--- src/rtl/vdp_sprite_write_scheduler.sv ---
// Sprite register write scheduler: buffers CPU writes in a small FIFO and
// releases them as one-hot per-slot strobes, optionally only during vblank.
module vdp_sprite_write_scheduler #(
    parameter int N_SPRITES  = 8,
    parameter int SIDX_W     = 3,
    parameter int ROW_IDX_W  = 3,
    parameter int DATA_W     = 32,
    parameter int FIFO_DEPTH = 4
) (
    input  logic                          clk,
    input  logic                          reset,
    input  logic                          sync_mode,
    input  logic                          vblank,
    input  logic                          req_valid,
    output logic                          req_ready,
    input  logic [SIDX_W+ROW_IDX_W:0]     req_addr,
    input  logic [DATA_W-1:0]             req_data,
    output logic [DATA_W-1:0]             wr_data,
    output logic [ROW_IDX_W-1:0]          wr_row_index,
    output logic [N_SPRITES-1:0]          xy_we,
    output logic [N_SPRITES-1:0]          row_we,
    output logic                          busy,
    output logic                          err_drop,
    input  logic                          err_clr
);

    localparam int ADDR_W  = SIDX_W + 1 + ROW_IDX_W;
    localparam int PTR_W   = $clog2(FIFO_DEPTH);
    localparam int ENTRY_W = ADDR_W + DATA_W;

    typedef enum logic [1:0] {
        IDLE,
        WAIT_VB,
        ISSUE
    } state_t;

    state_t                state, state_next;
    logic [ENTRY_W-1:0]    fifo_mem [FIFO_DEPTH];
    logic [PTR_W-1:0]      wr_ptr, rd_ptr;
    logic [PTR_W:0]        count, count_next;
    logic                  accept, drop, push, pop;
    logic [SIDX_W-1:0]     req_idx;
    logic [SIDX_W-1:0]     head_idx;
    logic                  head_is_row;
    logic [ROW_IDX_W-1:0]  head_row;
    logic [DATA_W-1:0]     head_data;
    logic [N_SPRITES-1:0]  head_onehot;

    // Requests aimed at a non-existent slot still complete the handshake but never enter the FIFO
    assign req_idx = req_addr[ADDR_W-1 -: SIDX_W];
    assign accept  = req_valid && req_ready;
    assign drop    = accept && (32'(req_idx) >= N_SPRITES);
    assign push    = accept && !drop;
    assign pop     = (state == ISSUE) && (count != '0);

    assign {head_idx, head_is_row, head_row, head_data} = fifo_mem[rd_ptr];
    assign busy = (count != '0) || (|xy_we) || (|row_we);

    // Decode the head entry's sprite index into a per-slot select
    always_comb begin
        head_onehot = '0;
        for (int i = 0; i < N_SPRITES; i++) begin
            head_onehot[i] = (head_idx == SIDX_W'(i));
        end
    end

    // Next occupancy; push and pop together leave it unchanged
    always_comb begin
        count_next = count;
        if (push && !pop) begin
            count_next = count + 1'b1;
        end else if (!push && pop) begin
            count_next = count - 1'b1;
        end
    end

    // FIFO storage; contents need no reset because occupancy guards every read
    always_ff @(posedge clk) begin
        if (push) begin
            fifo_mem[wr_ptr] <= {req_addr, req_data};
        end
    end

    // Pointers, occupancy and the registered ready (no same-cycle bypass when full)
    always_ff @(posedge clk or posedge reset) begin
        if (reset) begin
            wr_ptr    <= '0;
            rd_ptr    <= '0;
            count     <= '0;
            req_ready <= 1'b1;
        end else begin
            if (push) begin
                wr_ptr <= wr_ptr + 1'b1;
            end
            if (pop) begin
                rd_ptr <= rd_ptr + 1'b1;
            end
            count     <= count_next;
            req_ready <= (count_next != (PTR_W+1)'(FIFO_DEPTH));
        end
    end

    // Sticky drop flag; a new drop wins over a clear in the same cycle
    always_ff @(posedge clk or posedge reset) begin
        if (reset) begin
            err_drop <= 1'b0;
        end else if (drop) begin
            err_drop <= 1'b1;
        end else if (err_clr) begin
            err_drop <= 1'b0;
        end
    end

    // FSM state register
    always_ff @(posedge clk or posedge reset) begin
        if (reset) begin
            state <= IDLE;
        end else begin
            state <= state_next;
        end
    end

    // Issue gating: in sync mode a low vblank parks the drain, letting an in-progress pop finish
    always_comb begin
        state_next = state;
        case (state)
            IDLE: begin
                if (count != '0) begin
                    state_next = (!sync_mode || vblank) ? ISSUE : WAIT_VB;
                end
            end
            WAIT_VB: begin
                if (vblank || !sync_mode) begin
                    state_next = ISSUE;
                end
            end
            ISSUE: begin
                if (count_next == '0) begin
                    state_next = IDLE;
                end else if (sync_mode && !vblank) begin
                    state_next = WAIT_VB;
                end
            end
            default: state_next = IDLE;
        endcase
    end

    // Registered strobes and shared write bus; strobes last exactly one clock per pop
    always_ff @(posedge clk or posedge reset) begin
        if (reset) begin
            xy_we        <= '0;
            row_we       <= '0;
            wr_data      <= '0;
            wr_row_index <= '0;
        end else if (pop) begin
            xy_we        <= head_is_row ? '0 : head_onehot;
            row_we       <= head_is_row ? head_onehot : '0;
            wr_data      <= head_data;
            wr_row_index <= head_row;
        end else begin
            xy_we  <= '0;
            row_we <= '0;
        end
    end

endmodule

--- config.mk ---
export PLATFORM = sky130hd
export DESIGN_NAME = vdp_sprite_write_scheduler
export DESIGN_NICKNAME = d
export VERILOG_FILES = /design/src/rtl/vdp_sprite_write_scheduler.sv
export SDC_FILE = /design/constraint.sdc
export NUM_CORES = 1
export LEC_CHECK = 0
export CAP_MARGIN = 40
export CORE_MARGIN = 2
export CORE_UTILIZATION = 33
export DETAILED_ROUTE_END_ITERATION = 12
export SLEW_MARGIN = 10
export SYNTH_ARGS = -nofsm -noshare
export SYNTH_HDL_FRONTEND = slang
export SYNTH_SLANG_ARGS = --single-unit
--- constraint.sdc ---
create_clock -name clk -period 2.55 [get_ports clk]
set_input_delay 0.255 -clock clk [delete_from_list [all_inputs] [get_ports clk]]
set_output_delay 0.255 -clock clk [all_outputs]
set_load 0.01 [all_outputs]
# Yosys cells after proc, flatten, opt, wreduce, memory -nomap -nowiden
# Memory sizes are Yosys's and may differ from the RTL's.
# Cells that the tools add are included.
# op_classes
add_sub_neg	4
n_reduce_logical	19
n_div	0
n_mul	0
shift	0
mux	14
eq_ne	13
n_lt_le_gt_ge	0
bitwise	0
# op_table
cell	count
$mux 8	4
$reduce_or 8->1	2
$eq 3x3->1 const B	4
$mux 2	5
$eq 3x2->1 const B	2
$logic_not 3->1	2
$mux 3	2
$pmux 2 s3	1
$logic_and 1x1->1	5
$add 2x1->2 const B	2
$logic_not 1->1	4
$ne 2x2->1 const B	2
$add 3x1->3 const B	1
$eq 3x1->1 const B	1
$logic_or 1x1->1	3
$ne 3x1->1 const B	1
$ne 3x3->1 const B	1
$reduce_and 3->1	1
$reduce_bool 3->1	1
$sub 3x1->3 const B	1
$eq 2x1->1 const B	1
$eq 2x2->1 const B	1
$logic_not 2->1	1
$mux 1	2
# word_totals
regBits	61
out_inout_bits	54
rom_bits	0
elab_cells	60
ram_bits	156
latch_bits	0
in_bits	45
n_memories	1
# memory_table
memory	words	word_bits	rd	rd_ports_with_merged_regs	write_ports	line	rtl
fifo_mem	4	39	1	0	1	38	logic [ENTRY_W-1:0] fifo_mem [FIFO_DEPTH];

# Longest topological paths before layout
# depth
word_depth	8
mapped_depth	9
ltp_nobuf	8

# Worst setup path before layout
# No wires, ideal clock.
# synth_timing
path_type	register to register
start	reg wr_ptr[0]
end	mem fifo_mem[0][0] in the netlist's numbering, enable pin
path_buffers	0
stages_incl_launch_ff	4
setup_time_ns	0.400
setup_slack_ns	0.543
arrival_time_ns	1.607
required_time_ns	2.150
path_cell_list	dfrtp_1 inv_1 ha_1 and3_1
# synth_rtl
item	line	rtl
from (decl)	39	logic [PTR_W-1:0] wr_ptr, rd_ptr;
from (signal assigned)	93	wr_ptr <= wr_ptr + 1'b1;
to (decl)	38	
# No word-level cell before the write port.

# Worst setup path after layout
# layout_timing
start	reg xy_we[0]
end	out busy
# layout_between
elab_chain_cells	3
# layout_lines
item	line	rtl
from (decl)	20	output logic [N_SPRITES-1:0] xy_we,
from (signal assigned)	156	xy_we <= head_is_row ? '0 : head_onehot;
$reduce_or 8->1	57	assign busy = (count != '0) || (|xy_we) || (|row_we);
$logic_or 1x1->1 (2 in a row)	57	
to (decl)	22	output logic busy,
# No other way between the ends.

==> flow_summary.toml <==
[run_status]
status = "finished clean"

[clocking]
clkSinkCount = 217
post_cts_buffers = 0
cts_root_buf = "clkbuf_16"
clock_path_buffers = 3
ctsResizeCount = 0
numCtsBuffers = 24
clk_pin_slew_worst_paths_ns = 0.06
ctsHoldBuffers = 0
htreeDepth = 1
clock_latency_ns = 0.51
tritoncts = "built"

[die]
initial_core_util = 0.339
chipHeight_um = 162
rows = 57
num_io_pins = 99
core-area_um2 = 24500
die_area_um2 = 26400
die_w_um = 162

[critical_path]
regToRegSetupSlack_ns = 0.51
setup.worst_path.start = "xy_we[0]"
cp_slowest_stage_delay_ns = 0.51
crit_slowest_cell = "or4_1"
crit_type = "reg2out"
cp_cell_sequence = "or4_1, nor2_1, nand4_1, clkdlybuf4s50_1"
crit_family = "simple AND/OR/NAND/NOR gates"
rr_endpoint = "state[1]"
crit_required_ns = 2.30
crit_fanout = 2
end_kind = "output pin"
reg2reg_depth = 8
crit_buf_inv = 1
r2r_start = "count[0]"
worstSetupStartpointType = "flop"
crit_arrival_ns = 2.09

[final_layout]
fill_cells = 2121
drive_gt1_frac = 0.242
syn2layout_area_growth_pct = 27.2
regArea_um2 = 6220
multi_input_area_um2 = 1900
finalNetCount = 559
antenna_cells_inserted = 0

[placement]
gp_congestion = 0.733
portBuffers = 96
place_hpwl_um = 9140

[logic_synthesis]
yosysSeqAreaShare = 0.750
yosysWarnings = 0
syn_inst = 388
synth.avg_cell_area_um2 = 21.3
synth_seq_cells = 217
synth_area_um2 = 8280
synth_top_area_frac = 0.566
yosysUniqueCellTypes = 36
syn-num-nets = 440
yosysTopAreaCell = "edfxtp_1"
synth_area_leaders = "edfxtp_1, dfrtp_1, mux4_2"

[timing]
setup_viol = 0
final.min_clock_period_ns = 2.34
min_period_over_period = 0.918
clock.fmax_mhz = 427
fin_worst_skew_ns = 0.0115
hold_slack_ns = 0.172
fin_tns_setup_ns = 0
slew_violations = 0
rsz0062_at_grt = "no"
final-hold-violation-count = 0

[power]
finalPower_uw = 13000
p_leak_uw = 0.00383
power_density_nw_per_um2 = 1230
ir_drop_mv = 0.597

[global_route]
grt_util_all_layers = 0.121
grt_pass1_vias = 4339
grt_first_pass_wirelength_um = 24300
grt_overflow = 0
grt_max_degree = 62
antenna_found_initial = 0

[routing]
viasPerCell = 4.62
wirelength_um = 15600
wl_per_cell_um = 18.4
antenna_left = 0
vias = 3923
drc_errors = 0
drtIter0Drc = 190
dr.pass1.iters = 4

[hold_path]
hold_path_class = "in2async"

[job]
cap_violations = 0
[metrics by stage]
step / util / setup WS, ns / instance area (µm²) / std cells
after global routing: 0.431 / 0.0927 / 10500 / 849
final: 0.431 / 0.208 / 10500 / 849
after CTS: 0.431 / 0.190 / 10500 / 849
after floorplan: - / 0.543 / 8280 / 388
after global placement: 0.396 / 0.603 / 9690 / 805
after detailed placement: 0.396 / 0.514 / 9690 / 805
[sequential cells by signal (all words and copies together) (netlist names)]
register	count
row_we	8
rd_ptr	2
req_ready	1
wr_data	32
wr_row_index	3
xy_we	8
wr_ptr	2
fifo_mem	156
count	3
state	2
[where the power goes]
group | internal (µW) | leakage (µW) | total, µW | switching, µW
clock network | 2220 | 0.000419 | 3590 | 1360
registers | 4750 | 0.00218 | 5240 | 496
logic | 2400 | 0.00123 | 4130 | 1730
[worst max-delay path by stage]
stage                           to  depth (start not counted)
floorplan           fifo_mem[0][0]                          3
global placement          state[1]                          8
detailed placement        state[1]                          8
CTS                           busy                          4
global route                  busy                          6
finish                        busy                          4
[cells in the mapped netlist (all sizes together)]
cell,instances
and3b,1
dfstp,1
o211ai,1
o31ai,1
edfxtp,156
and2,1
o21ai,1
nor4,3
conb,1
inv,7
nand2b,4
nand2,7
nor3,1
nor2b,2
a31oi,2
xor2,1
nand3,2
nor2,20
nand3b,2
a21oi,2
nand4,1
mux4,39
mux2,36
buf,15
mux2i,4
ha,7
or2,1
xnor2,4
or4,1
dfrtp,60
and3,4
[cells in the final DEF, fill, tap and decap left out, types with 3 or more instances in the layout]
cell type	instances
edfxtp_1	156
clkdlybuf4s50_1	96
dfrtp_1	58
mux4_2	29
mux2_4	28
clkbuf_16	27
nor2_1	20
mux4_1	10
mux2_2	8
nand2_1	7
ha_1	7
clkinv_2	7
buf_12	7
inv_1	6
buf_4	5
nand2b_1	4
mux2i_1	4
xnor2_1	4
and3_2	4
nor4_1	3
bufinv_16	3
clkinv_4	3
clkbuf_1	3
[cell families (layout without fill, tap and decap cells)]
| group | count (synthesis) | count (layout) | synth area share |
|---|---|---|---|
| AO/OA/AOI/OAI | 7 | 7 | 0.00514 |
| XOR/XNOR | 5 | 5 | 0.00529 |
| adder cells (fa/ha/maj) | 7 | 7 | 0.0106 |
| buffers and inverters | 22 | 159 | 0.0215 |
| flip-flops | 217 | 217 | 0.750 |
| multiplexers | 79 | 79 | 0.177 |
| other | 1 | 1 | 0.000453 |
| AND/OR/NAND/NOR | 50 | 50 | 0.0299 |
[metal layers]
metal | global-route usage | wire length [µm] | vias up
li1 | - | - | 1768
met1 | 0.149 | 6590 | 2041
met2 | 0.216 | 8070 | 89
met3 | 0.0278 | 709 | 25
met4 | 0.0294 | 276 | 0
met5 | 0 | 0 | -
[worst min-delay path, delay by kind of cell]
| family | cells | cell delay [ns] |
|---|---|---|
| buffers and inverters | 3 | 0.82 |
[final cells by class]
type / count / share of cell area
Tap cell: 324 / 0.0385
Timing Repair Buffer: 108 / 0.108
Inverter: 7 / 0.00249
Sequential cell: 217 / 0.590
Clock inverter: 14 / 0.0151
Multi-Input combinational cell: 149 / 0.180
Clock buffer: 30 / 0.0652
Power figures use the tool's default switching activity.
